--- config.mk ---
export PLATFORM = sky130hd
export DESIGN_NAME = dev_rx_cmd_split_flat
export DESIGN_NICKNAME = d
export VERILOG_FILES = /design/src/rtl/dev_rx_cmd_split_if.sv /design/src/rtl/dev_rx_cmd_split.sv /design/src/flat_wrapper.sv
export SDC_FILE = /design/constraint.sdc
export NUM_CORES = 1
export LEC_CHECK = 0
export BUFFER_PORTS_ARGS = -buffer_cell sky130_fd_sc_hd__buf_2
export CAP_MARGIN = 10
export CORE_MARGIN = 2
export CORE_UTILIZATION = 25
export CTS_CLUSTER_SIZE = 12
export DETAILED_ROUTE_END_ITERATION = 8
export SETUP_SLACK_MARGIN = 0.05
export SYNTH_ARGS = -nofsm -noshare
export SYNTH_HDL_FRONTEND = slang
export SYNTH_SLANG_ARGS = --single-unit
--- constraint.sdc ---
create_clock -name wr_clk -period 4.5 [get_ports wr_clk]
set_input_delay 0.225 -clock wr_clk [delete_from_list [all_inputs] [get_ports wr_clk]]
set_output_delay 0.225 -clock wr_clk [all_outputs]
set_load 0.01 [all_outputs]
--- src/rtl/dev_rx_cmd_split_if.sv ---
// Request and FIFO-write signal bundle for dev_rx_cmd_split.
// The slave modport is the splitter; the master modport is the request source / FIFO side.
interface dev_rx_cmd_split_if #(
  parameter int unsigned CmdWidth = 30
);
  logic                req_valid;
  logic                req_ready;
  logic [45:0]         req_addr;
  logic [12:0]         req_len_dw;
  logic                fifo_wr_en;
  logic [CmdWidth-1:0] fifo_wr_data;
  logic                fifo_full_n;

  modport slave (
    input  req_valid, req_addr, req_len_dw, fifo_full_n,
    output req_ready, fifo_wr_en, fifo_wr_data
  );

  modport master (
    output req_valid, req_addr, req_len_dw, fifo_full_n,
    input  req_ready, fifo_wr_en, fifo_wr_data
  );
endinterface

--- src/rtl/dev_rx_cmd_split.sv ---
// Splits DMA RX read requests into P_MRRS_DW-aligned chunks, two command words per chunk.
// Optional statistics counters are enabled with the DEV_RX_CMD_SPLIT_STAT_EN macro.
module dev_rx_cmd_split #(
  parameter int unsigned P_MRRS_DW   = 128,
  parameter int unsigned P_CMD_WIDTH = 30
) (
  input  logic                     wr_clk,
  input  logic                     wr_rst_n,
  dev_rx_cmd_split_if.slave        bus,
`ifdef DEV_RX_CMD_SPLIT_STAT_EN
  output logic [15:0]              stat_req_cnt_o,
  output logic [15:0]              stat_chunk_cnt_o,
`endif
  output logic                     busy_o
);

  localparam int unsigned OffW = $clog2(P_MRRS_DW);

  typedef enum logic [1:0] {StIdle, StW0, StW1} state_e;

  state_e      state_q, state_d;
  logic [45:0] cur_addr_q, cur_addr_d;
  logic [12:0] rem_q, rem_d;

  logic [12:0]            len_clamped;
  logic [OffW:0]          bnd;
  logic [12:0]            bnd_ext;
  logic [12:0]            chunk;
  logic [6:0]             len_field;
  logic [P_CMD_WIDTH-1:0] cmd_word;
  logic                   accept_nz;
  logic                   w1_write;

  assign len_clamped = (bus.req_len_dw > 13'd4096) ? 13'd4096 : bus.req_len_dw;

  // Distance to the next aligned boundary; always 1..P_MRRS_DW.
  assign bnd       = (OffW + 1)'(P_MRRS_DW) - {1'b0, cur_addr_q[OffW-1:0]};
  assign bnd_ext   = 13'(bnd);
  assign chunk     = (rem_q < bnd_ext) ? rem_q : bnd_ext;
  assign len_field = 7'(chunk - 13'd1);

  always_comb begin
    state_d       = state_q;
    cur_addr_d    = cur_addr_q;
    rem_d         = rem_q;
    cmd_word      = '0;
    bus.req_ready = 1'b0;
    bus.fifo_wr_en = 1'b0;
    accept_nz     = 1'b0;
    w1_write      = 1'b0;

    unique case (state_q)
      StIdle: begin
        bus.req_ready = 1'b1;
        if (bus.req_valid) begin
          cur_addr_d = bus.req_addr;
          rem_d      = len_clamped;
          if (len_clamped != 13'd0) begin
            state_d   = StW0;
            accept_nz = 1'b1;
          end
        end
      end
      StW0: begin
        bus.fifo_wr_en = bus.fifo_full_n;
        cmd_word       = {1'b1, len_field, cur_addr_q[45:24]};
        if (bus.fifo_full_n) state_d = StW1;
      end
      StW1: begin
        bus.fifo_wr_en = bus.fifo_full_n;
        cmd_word       = {1'b0, 5'b0, cur_addr_q[23:0]};
        if (bus.fifo_full_n) begin
          w1_write   = 1'b1;
          cur_addr_d = cur_addr_q + 46'(chunk);
          rem_d      = rem_q - chunk;
          state_d    = (rem_q == chunk) ? StIdle : StW0;
        end
      end
      default: state_d = StIdle;
    endcase
  end

  assign bus.fifo_wr_data = cmd_word;
  assign busy_o           = (state_q != StIdle);

  always_ff @(posedge wr_clk or negedge wr_rst_n) begin
    if (!wr_rst_n) begin
      state_q    <= StIdle;
      cur_addr_q <= '0;
      rem_q      <= '0;
    end else begin
      state_q    <= state_d;
      cur_addr_q <= cur_addr_d;
      rem_q      <= rem_d;
    end
  end

`ifdef DEV_RX_CMD_SPLIT_STAT_EN
  logic [15:0] req_cnt_q, req_cnt_d;
  logic [15:0] chunk_cnt_q, chunk_cnt_d;

  always_comb begin
    req_cnt_d   = req_cnt_q;
    chunk_cnt_d = chunk_cnt_q;
    if (accept_nz && (req_cnt_q != 16'hFFFF)) req_cnt_d = req_cnt_q + 16'd1;
    if (w1_write && (chunk_cnt_q != 16'hFFFF)) chunk_cnt_d = chunk_cnt_q + 16'd1;
  end

  always_ff @(posedge wr_clk or negedge wr_rst_n) begin
    if (!wr_rst_n) begin
      req_cnt_q   <= '0;
      chunk_cnt_q <= '0;
    end else begin
      req_cnt_q   <= req_cnt_d;
      chunk_cnt_q <= chunk_cnt_d;
    end
  end

  assign stat_req_cnt_o   = req_cnt_q;
  assign stat_chunk_cnt_o = chunk_cnt_q;
`else
  logic unused_stat;
  assign unused_stat = accept_nz ^ w1_write;
`endif

endmodule

--- src/flat_wrapper.sv ---
// flat-port wrapper written by rule: the top's interface ports become plain ports
module dev_rx_cmd_split_flat 
#(
  parameter int unsigned P_MRRS_DW   = 128,
  parameter int unsigned P_CMD_WIDTH = 30
)
  (wr_clk, wr_rst_n, busy_o, bus_req_valid, bus_req_addr, bus_req_len_dw, bus_fifo_full_n, bus_req_ready, bus_fifo_wr_en, bus_fifo_wr_data);
  dev_rx_cmd_split_if bus_i ();
  input  logic wr_clk;
  input  logic wr_rst_n;
  output logic busy_o;
  input wire logic [$bits(bus_i.req_valid)-1:0] bus_req_valid;
  input wire logic [$bits(bus_i.req_addr)-1:0] bus_req_addr;
  input wire logic [$bits(bus_i.req_len_dw)-1:0] bus_req_len_dw;
  input wire logic [$bits(bus_i.fifo_full_n)-1:0] bus_fifo_full_n;
  output wire logic [$bits(bus_i.req_ready)-1:0] bus_req_ready;
  output wire logic [$bits(bus_i.fifo_wr_en)-1:0] bus_fifo_wr_en;
  output wire logic [$bits(bus_i.fifo_wr_data)-1:0] bus_fifo_wr_data;
  assign bus_i.req_valid = bus_req_valid;
  assign bus_i.req_addr = bus_req_addr;
  assign bus_i.req_len_dw = bus_req_len_dw;
  assign bus_i.fifo_full_n = bus_fifo_full_n;
  assign bus_req_ready = bus_i.req_ready;
  assign bus_fifo_wr_en = bus_i.fifo_wr_en;
  assign bus_fifo_wr_data = bus_i.fifo_wr_data;
  dev_rx_cmd_split #(.P_MRRS_DW(P_MRRS_DW), .P_CMD_WIDTH(P_CMD_WIDTH)) u_core (.wr_clk(wr_clk), .wr_rst_n(wr_rst_n), .bus(bus_i), .busy_o(busy_o));
endmodule
==> results.cfg, run 1 <==
[run_status]
status = finished with violations
failed_checks = negative setup slack

[logic_synthesis]
synth.cell_area_mm2 = 0.00543
synth-edff-count = 0
count_of_distinct_cell_types_in_the_synthesized_netlist = 67
postSynth.asyncResetShare = 1.00
ys_warn_count = 0
synth.area.top_cells = sky130_fd_sc_hd__dfrtp_1 (28%), sky130_fd_sc_hd__ha_1 (8.1%), sky130_fd_sc_hd__a21oi_1 (6.0%)
ys_dominant_reg_cell = sky130_fd_sc_hd__dfrtp_1
synthCells = 671
total_of_flip_flops_plus_latches_after_synthesis = 61
synth.largest_area_cell = sky130_fd_sc_hd__dfrtp_1
synth_commonest_cells = sky130_fd_sc_hd__a21oi_1 (65), sky130_fd_sc_hd__dfrtp_1 (61), sky130_fd_sc_hd__nor2_1 (48), sky130_fd_sc_hd__nand2_1 (47), sky130_fd_sc_hd__o21ai_0 (40)
yosys.area.top_type_share = 0.281
most_instantiated_library_cell_after_synthesis = sky130_fd_sc_hd__a21oi_1
syn-mean-instance-area_um2 = 8.09
synth-seq-area-share = 0.281

[timing]
clock-skew-final_ns = 0.00538
max-slew-margin-rel = 0.391
final-hold-violation-count = 0
fin_crit_sh = 1.07
final_worst_path_period_need_ns = 4.81
max_slew.worst_pin.slew_ns = 0.913
fin_ws_ns = -0.309
setup_viol = 26
max_clock_freq_mhz = 208
timing.final.max_slew_violations = 0
setup_repair_after_global_routing_missed_its_margin = yes

[cts]
tritoncts_sink_count = 61
h_tree_levels = 3
clock_latency_ns = 0.34
clock_tree.buffer_depth = 2
cts_tree = done
total_clock_buffers_created_by_cts = 9
cts_root_buf = sky130_fd_sc_hd__clkbuf_16
cts.reportedPaths.clkPinSlew_ns = 0.06

[final_layout]
stdcell_count = 1104
area.growth.synth_to_final_pct = 42.0
finalNetCount = 926
fin_util = 0.364
final_layout_size_suffix_gt1_frac = 0.373

[power_and_ir_drop]
cellLeakagePower_nw = 3.32
internal_power_mw = 4.08
power.density_mw_per_mm2 = 1020
net-switching-power_mw = 3.75
p_seq_frac = 0.161
power.share.switching = 0.479
peakVddDrop_uv = 371
logic_pwr_share = 0.749
clock_power_share = 0.090

[floorplan]
die_height_um = 151
placementRows = 53
top_level_ports = 96
fp.dieW_um = 151
die-area_mm2 = 0.0229
starting_utilization_of_the_core_area = 0.257
core_region_area_mm2 = 0.0212

[worst_setup_path]
setup_crit_end_kind = flip-flop
stage_delay_of_the_slowest_cell_on_the_critical_path_ns = 0.40
timing.setup.critical_path_class = reg -> reg
critical-path-top-cell-by-count = sky130_fd_sc_hd__inv_2
critPathSlowestCell = sky130_fd_sc_hd__or3_4
regToRegSetupSlack_ns = -0.31
critical-path-top-delay-family = compound AO/OA/AOI/OAI gates
data_arrival_time_of_the_worst_path_ns = 5.01
critPathBufInv = 6
cp.required_ns = 4.70
cp-start-kind = flip-flop
worst-path-max-fanout = 8

[grt]
use_met2 = 0.277
busiest_layer = met2
grt_first_pass_wirelength_um = 30300
grt.met3_usage = 0.0337
grt_overflow = 0
global_route_usage_over_all_layers = 0.172
number_of_global_route_vias_before_repair = 5619
grt_antenna_before_repair = 1
groute.layer.met1.usage = 0.238
grt_start_max_net_pins = 62

[detailed_routing]
drtAntennaViolNets = 0
routed_wl_um = 20400
drt-initial-drc-count = 446
route.detailed.vias_per_inst = 5.39
drt-pass1-iter-count = 5
post_drt_wl_per_cell_um = 18.4
via_count = 5951
remaining_drc_errors = 0

[job]
max-cap-violations = 0

[placement]
dp.final_hpwl_um = 14400
port-buffer-count = 95
placedCellCount = 1070
weighted_congestion_at_the_end_of_routability_driven_global_placement = 0.849

[worst_hold_path]
min_path_type = in -> async
worst reg2reg max path, delay by kind of cell (launching register included):
kind,cells,cell delay (ns)
DFF,1,0.39
xor gates and xnor gates,1,0.14
and+or+nand+nor,7,1.18
buffers and inverters,6,0.76
AOI/OAI and AO/OA,8,1.48
adders and majority gates,3,0.72
per-layer routing:
layer  share of wire  vias to the layer above
met5               0                        -
li1                -                     2845
met3           0.057                       25
met1            0.45                     2883
met4           0.013                        0
met2            0.48                      198
layout by cell type (no fill, tap or decap), drive strengths merged, types with 13 or more instances in the layout:
cell,instances
buf,180
o21ai,44
nand4,13
nand2,47
dfrtp,61
and3,20
clkbuf,13
inv,33
nor3,19
nand3,14
xnor2,14
a22o,20
nor2,48
ha,35
a21oi,66
mux2i,20
o22ai,28
area by class of cell:
type,count,area (um2)
fill,2154,13400
multi-input combinational,538,4190
sequential,61,1530
timing repair buffer,182,1220
tap,275,344
clock buffer,11,253
inverter,34,133
clock inverter,2,35.0
antenna,1,2.50
power groups by stage:
stage	logic (mW)	registers [mW]	clock network, mW
CTS	5.19	1.22	0.718
floorplan	3.22	1.09	0
global placement	4.77	1.22	0
finish	5.86	1.26	0.705
global route	6.41	1.30	0.742
detailed placement	4.81	1.23	0
kinds of logic (layout without fill, tap and decap cells):
group | count (synthesis) | count (layout) | share of synthesized area
compound gates | 248 | 248 | 0.308
simple gates | 207 | 207 | 0.191
buf+inv | 76 | 229 | 0.0599
flops | 61 | 61 | 0.281
fa+ha+maj | 37 | 37 | 0.0881
mux | 21 | 21 | 0.0390
xor+xnor | 20 | 20 | 0.0323
other cells | 1 | 6 | 0.000691
path summary, 6_finish.rpt:
path	from	to	depth (start not counted)
max	u_core.cur_addr_q[3]	u_core.cur_addr_q[18]	25
min	wr_rst_n	u_core.cur_addr_q[13]	2
min in group wr_clk	bus_req_addr[13]	u_core.cur_addr_q[13]	3
min reg2reg	u_core.cur_addr_q[8]	u_core.cur_addr_q[8]	2
max reg2reg	u_core.cur_addr_q[3]	u_core.cur_addr_q[18]	25
max in group asynchronous	wr_rst_n	u_core.rem_q[11]	2
through the flow:
step | setup WS, ns | power, mW | hold slack, ns | cell area, um2 | setup TNS [ns]
floorplan | -0.0133 | 4.31 | -0.0706 | 5590 | -0.0431
global placement | -0.220 | 5.99 | 0.478 | 6750 | -1.93
detailed placement | -0.311 | 6.03 | 0.486 | 6750 | -3.88
CTS | -0.138 | 7.13 | 0.120 | 7250 | -1.47
global route | -0.456 | 8.45 | 0.145 | 7700 | -9.85
finish | -0.309 | 7.83 | 0.0861 | 7710 | -4.62
registers in the layout, summed over array words and instances, names as in the netlist:
register           flops
u_core.cur_addr_q     46
u_core.rem_q          13
u_core.state_q         2
repair_timing:
item / CTS / global route
gates resized for setup: 37 / 73
gates cloned: 0 / 2
hold buffers: 0 / 0
endpoints found under the setup margin: 43 / 50
pin swaps: 17 / 45
setup buffers: 8 / 12
(Power assumes the default switching activity.)
==> run 2, diff against run 1 <==
--- a/config.mk
+++ b/config.mk
@@ -6,11 +6,14 @@
 export NUM_CORES = 1
 export LEC_CHECK = 0
 export BUFFER_PORTS_ARGS = -buffer_cell sky130_fd_sc_hd__buf_2
-export CAP_MARGIN = 10
+export CAP_MARGIN = 20
+export CELL_PAD_IN_SITES_DETAIL_PLACEMENT = 0
+export CELL_PAD_IN_SITES_GLOBAL_PLACEMENT = 1
 export CORE_MARGIN = 2
 export CORE_UTILIZATION = 25
 export CTS_CLUSTER_SIZE = 12
 export DETAILED_ROUTE_END_ITERATION = 8
+export PLACE_DENSITY_LB_ADDON = 0.1
 export SETUP_SLACK_MARGIN = 0.05
 export SYNTH_ARGS = -nofsm -noshare
 export SYNTH_HDL_FRONTEND = slang
==> run 2 against run 1 <==
  * The flow still finishes with violations (negative setup slack)
  * Power grew 3.5%
  * Clock power shrank 7.5%
  * Final cell count grew 1.0%
  * Hold slack gained 0.030 ns
  * Sequential power is essentially flat
  * Register-to-register slack gained 0.07 ns
  * Worst setup slack gained 0.072 ns
  * Largest cell class unchanged
==> results.cfg, run 2 (synthesized netlist as in run 1, its figures left out) <==
[run_status]
status = finished with violations
failed_checks = negative setup slack

[timing]
fin_ws_ns = -0.237
max_slew.worst_pin.slew_ns = 0.933
max_clock_freq_mhz = 211
clock-skew-final_ns = 0.00627
fin_crit_sh = 1.05
final_worst_path_period_need_ns = 4.74
timing.final.max_slew_violations = 0
setup_repair_after_global_routing_missed_its_margin = yes
max-slew-margin-rel = 0.378
setup_viol = 24
final-hold-violation-count = 0

[worst_setup_path]
timing.setup.critical_path_class = reg -> reg
r2r.worst_path.cells = 27
cp.required_ns = 4.68
regToRegSetupSlack_ns = -0.24
rr_endpoint = u_core.cur_addr_q[38]
worst-path-max-fanout = 5
cp-start-kind = flip-flop
data_arrival_time_of_the_worst_path_ns = 4.92
rr_startpoint = u_core.cur_addr_q[3]
setup_crit_end_kind = flip-flop

[placement]
dp.final_hpwl_um = 16000
place_worst_setup_slack_ns = -0.427
weighted_congestion_at_the_end_of_routability_driven_global_placement = 0.836
placedCellCount = 1075
cell_area_after_placement_mm2 = 0.00676
port-buffer-count = 95

[cts]
total_clock_buffers_created_by_cts = 9
h_tree_levels = 3
tritoncts_sink_count = 61
cts.reportedPaths.clkPinSlew_ns = 0.06
clock_latency_ns = 0.34
cts_root_buf = sky130_fd_sc_hd__clkbuf_16
clock_tree.buffer_depth = 2
cts_tree = done
ctsHoldBuffers = 0

[job]
max-cap-violations = 0

[floorplan]
starting_utilization_of_the_core_area = 0.257
top_level_ports = 96
die_height_um = 151
die-area_mm2 = 0.0229
placementRows = 53
fp.dieW_um = 151
core_region_area_mm2 = 0.0212

[grt]
number_of_global_route_vias_before_repair = 6107
global_route_usage_over_all_layers = 0.199
busiest_layer = met2
grt_first_pass_wirelength_um = 34400
grt_start_max_net_pins = 62
use_met2 = 0.333
grt_overflow = 0
grt.met3_usage = 0.0304
grt_antenna_before_repair = 0
groute.layer.met1.usage = 0.264

[power_and_ir_drop]
power.density_mw_per_mm2 = 1020
peakVddDrop_uv = 275
cellLeakagePower_nw = 3.39
design_power_total_mw = 8.10

[detailed_routing]
remaining_drc_errors = 0
post_drt_wl_per_cell_um = 20.0
drt-initial-drc-count = 297
route.detailed.vias_per_inst = 5.30
via_count = 5910
routed_wl_um = 22300
drtAntennaViolNets = 0
drt-pass1-iter-count = 5

[final_layout]
finalNetCount = 936
largest_register = u_core.cur_addr_q
final_layout_size_suffix_gt1_frac = 0.410
stdcell_count = 1115
layout_commonest_cell = sky130_fd_sc_hd__buf_2
fin_util = 0.375
largest_register_ffs = 46
reg.largest.list = u_core.cur_addr_q: 46 flops, u_core.rem_q: 13 flops, u_core.state_q: 2 flops
post-route-cell-area_mm2 = 0.00794
area.growth.synth_to_final_pct = 46.3
final_cell_mix = sky130_fd_sc_hd__buf_2 (95), sky130_fd_sc_hd__buf_4 (72), sky130_fd_sc_hd__dfrtp_1 (61)
insertedDiodeCount = 0

[worst_hold_path]
min_path_type = in -> async
run 2: changes by cell type in the layout (fill, tap and decap cells not counted), moves of 5 or more:
| cell | previous run | this run |
|---|---|---|
| sky130_fd_sc_hd__o21ai_2 | 6 | 11 |
| sky130_fd_sc_hd__buf_6 | 6 | 22 |
| sky130_fd_sc_hd__nor3_2 | 4 | 9 |
| sky130_fd_sc_hd__a21oi_1 | 54 | 48 |
run 2: metal layers:
metal / wire length [um] / share of wire / up-vias
met2: 10800 / 0.48 / 119
met3: 789 / 0.035 / 21
met5: 0 / 0 / -
li1: - / - / 2858
met1: 10300 / 0.46 / 2912
met4: 434 / 0.019 / 0
run 2: through the flow:
stage	TNS, ns	hold WS (ns)
after global routing	-10.32	0.137
after floorplan	-0.0431	-0.0706
after CTS	-3.55	0.131
final	-2.76	0.116
after global placement	-9.83	0.482
after detailed placement	-11.25	0.480
run 2: final cells by class:
class | instances | area (um2)
fill | 2222 | 13200
multi-input combinational | 538 | 4360
sequential | 61 | 1530
timing repair buffer | 192 | 1320
tap | 275 | 344
clock buffer | 13 | 250
inverter | 34 | 133
clock inverter | 2 | 10.0
run 2: timing repair:
action                     CTS  global route
cloned                       1             0
pin swaps                   23            39
gates resized for setup    110            50
buffers inserted            21             7
setup endpoints to repair   44            50
run 2: power by group:
group	switching (mW)	internal, mW
Sequential	0.471	0.823
Clock	0.269	0.384
Combinational	3.21	2.95
Total	3.95	4.15
run 2: worst max path at each step:
| stage | start | slack (ns) | cells after the start | end |
|---|---|---|---|---|
| 6_report | u_core.cur_addr_q[3] | -0.24 | 27 | u_core.cur_addr_q[38] |
| 3_3_place_gp | u_core.cur_addr_q[3] | -0.43 | 22 | u_core.cur_addr_q[45] |
| 2_1_floorplan | u_core.cur_addr_q[0] | -0.01 | 27 | u_core.cur_addr_q[34] |
| 3_5_place_dp | u_core.cur_addr_q[3] | -0.43 | 24 | u_core.cur_addr_q[36] |
| 5_1_grt | u_core.cur_addr_q[3] | -0.42 | 27 | u_core.cur_addr_q[36] |
| 4_1_cts | u_core.cur_addr_q[3] | -0.28 | 26 | u_core.cur_addr_q[44] |
run 2: worst max-delay path: stages (launching register included):
cell and delay, ns:
sky130_fd_sc_hd__dfrtp_1 0.37, sky130_fd_sc_hd__or3_4 0.40, sky130_fd_sc_hd__or2_4 0.27, sky130_fd_sc_hd__nor2_4 0.10
sky130_fd_sc_hd__xnor2_2 0.12, sky130_fd_sc_hd__inv_1 0.09, sky130_fd_sc_hd__ha_4 0.28, sky130_fd_sc_hd__nand2_4 0.05
sky130_fd_sc_hd__nor2_4 0.08, sky130_fd_sc_hd__o21ai_2 0.06, sky130_fd_sc_hd__o21a_2 0.23, sky130_fd_sc_hd__buf_12 0.14
sky130_fd_sc_hd__buf_6 0.11, sky130_fd_sc_hd__nor2_4 0.09, sky130_fd_sc_hd__a21oi_4 0.04, sky130_fd_sc_hd__inv_2 0.08
sky130_fd_sc_hd__ha_4 0.13, sky130_fd_sc_hd__inv_2 0.03, sky130_fd_sc_hd__fa_2 0.34, sky130_fd_sc_hd__nor2b_2 0.14
sky130_fd_sc_hd__o31a_1 0.19, sky130_fd_sc_hd__o211ai_1 0.11, sky130_fd_sc_hd__buf_4 0.17, sky130_fd_sc_hd__o31a_1 0.27
sky130_fd_sc_hd__buf_6 0.15, sky130_fd_sc_hd__nor4_4 0.24, sky130_fd_sc_hd__a31o_2 0.21, sky130_fd_sc_hd__a21oi_1 0.06
==> run 3, diff against run 2 <==
--- a/config.mk
+++ b/config.mk
@@ -5,10 +5,11 @@
 export SDC_FILE = /design/constraint.sdc
 export NUM_CORES = 1
 export LEC_CHECK = 0
-export BUFFER_PORTS_ARGS = -buffer_cell sky130_fd_sc_hd__buf_2
+export BUFFER_PORTS_ARGS = -buffer_cell sky130_fd_sc_hd__buf_4
 export CAP_MARGIN = 20
 export CELL_PAD_IN_SITES_DETAIL_PLACEMENT = 0
 export CELL_PAD_IN_SITES_GLOBAL_PLACEMENT = 1
+export CORE_ASPECT_RATIO = 0.5
 export CORE_MARGIN = 2
 export CORE_UTILIZATION = 25
 export CTS_CLUSTER_SIZE = 12
==> run 3 against run 2 <==
  * Non-clock buffer count grew 2
  * The flow still finishes with violations (negative setup slack)
  * Clock power up 12%
  * Highest routed layer unchanged
  * Routed wire length rose by 1.6%
  * Power increased by 2.5%
  * Clock-buffer cell count fell by 1
  * Design area up 3.5%
  * Critical endpoint is now u_core.cur_addr_q[22]
  * Largest cell class unchanged
  * Critical path depth shrank 4
  * Utilization rose by 0.69 points
==> results.cfg, run 3 (synthesized netlist as in run 1, its figures left out) <==
[run_status]
status = finished with violations
failed_checks = negative setup slack

[power_and_ir_drop]
power.share.switching = 0.479
peakVddDrop_uv = 290
power.density_mw_per_mm2 = 1010
net-switching-power_mw = 3.98
logic_pwr_share = 0.760
cellLeakagePower_nw = 3.46
internal_power_mw = 4.33
p_seq_frac = 0.152
clock_power_share = 0.088

[grt]
global_route_usage_over_all_layers = 0.197
use_met2 = 0.312
grt_antenna_before_repair = 0
busiest_layer = met2
grt_overflow = 0
number_of_global_route_vias_before_repair = 5928
groute.layer.met1.usage = 0.284
grt.met3_usage = 0.0319
grt_first_pass_wirelength_um = 34100
grt_start_max_net_pins = 62

[floorplan]
starting_utilization_of_the_core_area = 0.253
top_level_ports = 96
core_region_area_mm2 = 0.0215
die_height_um = 108
die-area_mm2 = 0.0230
fp.dieW_um = 212
placementRows = 38

[job]
max-cap-violations = 0

[cts]
clock_latency_ns = 0.34
ctsHoldBuffers = 0
tritoncts_sink_count = 61
total_clock_buffers_created_by_cts = 9
cts.reportedPaths.clkPinSlew_ns = 0.06
clock_tree.buffer_depth = 2
cts_tree = done
h_tree_levels = 3
cts_root_buf = sky130_fd_sc_hd__clkbuf_16

[placement]
place_worst_setup_slack_ns = -0.398
weighted_congestion_at_the_end_of_routability_driven_global_placement = 0.815
port-buffer-count = 95
dp.final_hpwl_um = 16100

[detailed_routing]
drt-pass1-iter-count = 4
post_drt_wl_per_cell_um = 19.8
drtAntennaViolNets = 0
route.detailed.vias_per_inst = 5.20
remaining_drc_errors = 0
via_count = 5947
drt-initial-drc-count = 351
routed_wl_um = 22700

[timing]
max_clock_freq_mhz = 209
setup_viol = 24
fin_crit_sh = 1.06
max-slew-margin-rel = 0.351
max_slew.worst_pin.slew_ns = 0.971
fin_ws_ns = -0.285
setup_repair_after_global_routing_missed_its_margin = yes
timing.final.max_slew_violations = 0
final-hold-violation-count = 0
final_worst_path_period_need_ns = 4.78
clock-skew-final_ns = 0.00541

[worst_setup_path]
data_arrival_time_of_the_worst_path_ns = 5.06
timing.setup.critical_path_class = reg -> reg
worst-path-max-fanout = 7
cp-start-kind = flip-flop
critPathSlowestCell = sky130_fd_sc_hd__or4_4
timing.critical_path.cells = or3_4 > or2_4 > nor2_4 > xnor2_2 > inv_1 > ha_4 > nand2_4 > nor2_2 > a2111oi_4 > o21a_1 > buf_6 > mux2i_4 > inv_1 > ha_1 > or4_4 > o211ai_1 > buf_4 > o31ai_4 > buf_6 > clkbuf_16 > and3_4 > a31o_2 > a21oi_2
cp.required_ns = 4.77
stage_delay_of_the_slowest_cell_on_the_critical_path_ns = 0.48
setup_crit_end_kind = flip-flop

[final_layout]
reg.largest.list = u_core.cur_addr_q: 46 flops, u_core.rem_q: 13 flops, u_core.state_q: 2 flops
final_cell_mix = sky130_fd_sc_hd__buf_4 (180), sky130_fd_sc_hd__dfrtp_1 (61), sky130_fd_sc_hd__nand2_1 (45)
area.growth.synth_to_final_pct = 51.4
largest_register = u_core.cur_addr_q
insertedDiodeCount = 0
finalNetCount = 938
final_layout_size_suffix_gt1_frac = 0.407
largest_register_ffs = 46
layout_commonest_cell = sky130_fd_sc_hd__buf_4
fin_util = 0.382

[worst_hold_path]
min_path_type = in -> async
## run 3: cell count changes in the layout (fill, tap and decap cells not counted), moves of 3 or more
| cell | previous run | this run |
|---|---|---|
| sky130_fd_sc_hd__buf_4 | 72 | 180 |
| sky130_fd_sc_hd__buf_6 | 22 | 11 |
| sky130_fd_sc_hd__a21oi_1 | 48 | 44 |
| sky130_fd_sc_hd__a21oi_2 | 14 | 19 |
| sky130_fd_sc_hd__nor3_1 | 8 | 11 |
| sky130_fd_sc_hd__a31o_4 | 4 | 1 |
| sky130_fd_sc_hd__a31o_2 | 6 | 9 |
| sky130_fd_sc_hd__o21ai_2 | 11 | 7 |
| sky130_fd_sc_hd__buf_2 | 95 | 0 |
## run 3: worst max-delay path: cells and delay by family (launching register included)
family	cells	cell delay, ns
flip-flops	1	0.37
AO/OA/AOI/OAI	6	1.14
buffers and inverters	6	0.80
XOR/XNOR	1	0.16
adder cells (fa/ha/maj)	2	0.43
AND/OR/NAND/NOR	7	1.55
multiplexers	1	0.25
## run 3: metrics by stage
step	cells	area, um2	setup TNS (ns)	hold slack, ns	power (mW)
5_1_grt	1143	8220	-10.54	0.0794	9.00
3_3_place_gp	1100	7040	-6.96	0.425	6.37
4_1_cts	1127	7530	-1.91	0.0421	7.39
3_5_place_dp	1100	7040	-7.08	0.411	6.37
2_1_floorplan	675	5590	-0.0431	-0.0706	4.31
6_report	1143	8220	-3.70	0.0103	8.31
## run 3: timing repair
item / CTS / global route
gates resized for setup: 37 / 103
buffers inserted: 12 / 16
gates cloned: 0 / 1
pin swaps: 15 / 56
setup endpoints to repair: 43 / 47
## run 3: path summary, 6_finish.rpt
path	from	to	slack [ns]	cells after the start
worst max-delay path	u_core.cur_addr_q[3]	u_core.cur_addr_q[22]	-0.28	23
worst min register to register	u_core.cur_addr_q[11]	u_core.cur_addr_q[11]	0.54	2
worst min-delay path	wr_rst_n	u_core.cur_addr_q[33]	0.01	1
max in group asynchronous	wr_rst_n	u_core.rem_q[1]	3.90	1
min in group wr_clk	bus_req_addr[45]	u_core.cur_addr_q[45]	0.13	2
worst max register to register	u_core.cur_addr_q[3]	u_core.cur_addr_q[22]	-0.28	23
## run 3: layout make-up
type | count | area (um2)
multi-input combinational | 538 | 4350
clock buffer | 12 | 246
sequential | 61 | 1530
timing repair buffer | 194 | 1540
tap | 300 | 375
fill | 2260 | 13300
clock inverter | 4 | 47.5
inverter | 34 | 133
## run 3: per-layer routing
layer  vias up  wire length [um]  share of wire
li1       2882                 -              -
met1      2955             11500           0.51
met2        95             10400           0.46
met3        15               682          0.030
met4         0               167         0.0074
met5         -                 0              0
## run 3: power by group through the flow
stage / Combinational [mW] / Sequential, mW / Clock [mW]
6_report: 6.31 / 1.27 / 0.732
5_1_grt: 6.90 / 1.32 / 0.786
4_1_cts: 5.41 / 1.22 / 0.756
3_5_place_dp: 5.14 / 1.23 / 0
3_3_place_gp: 5.14 / 1.23 / 0
2_1_floorplan: 3.22 / 1.09 / 0
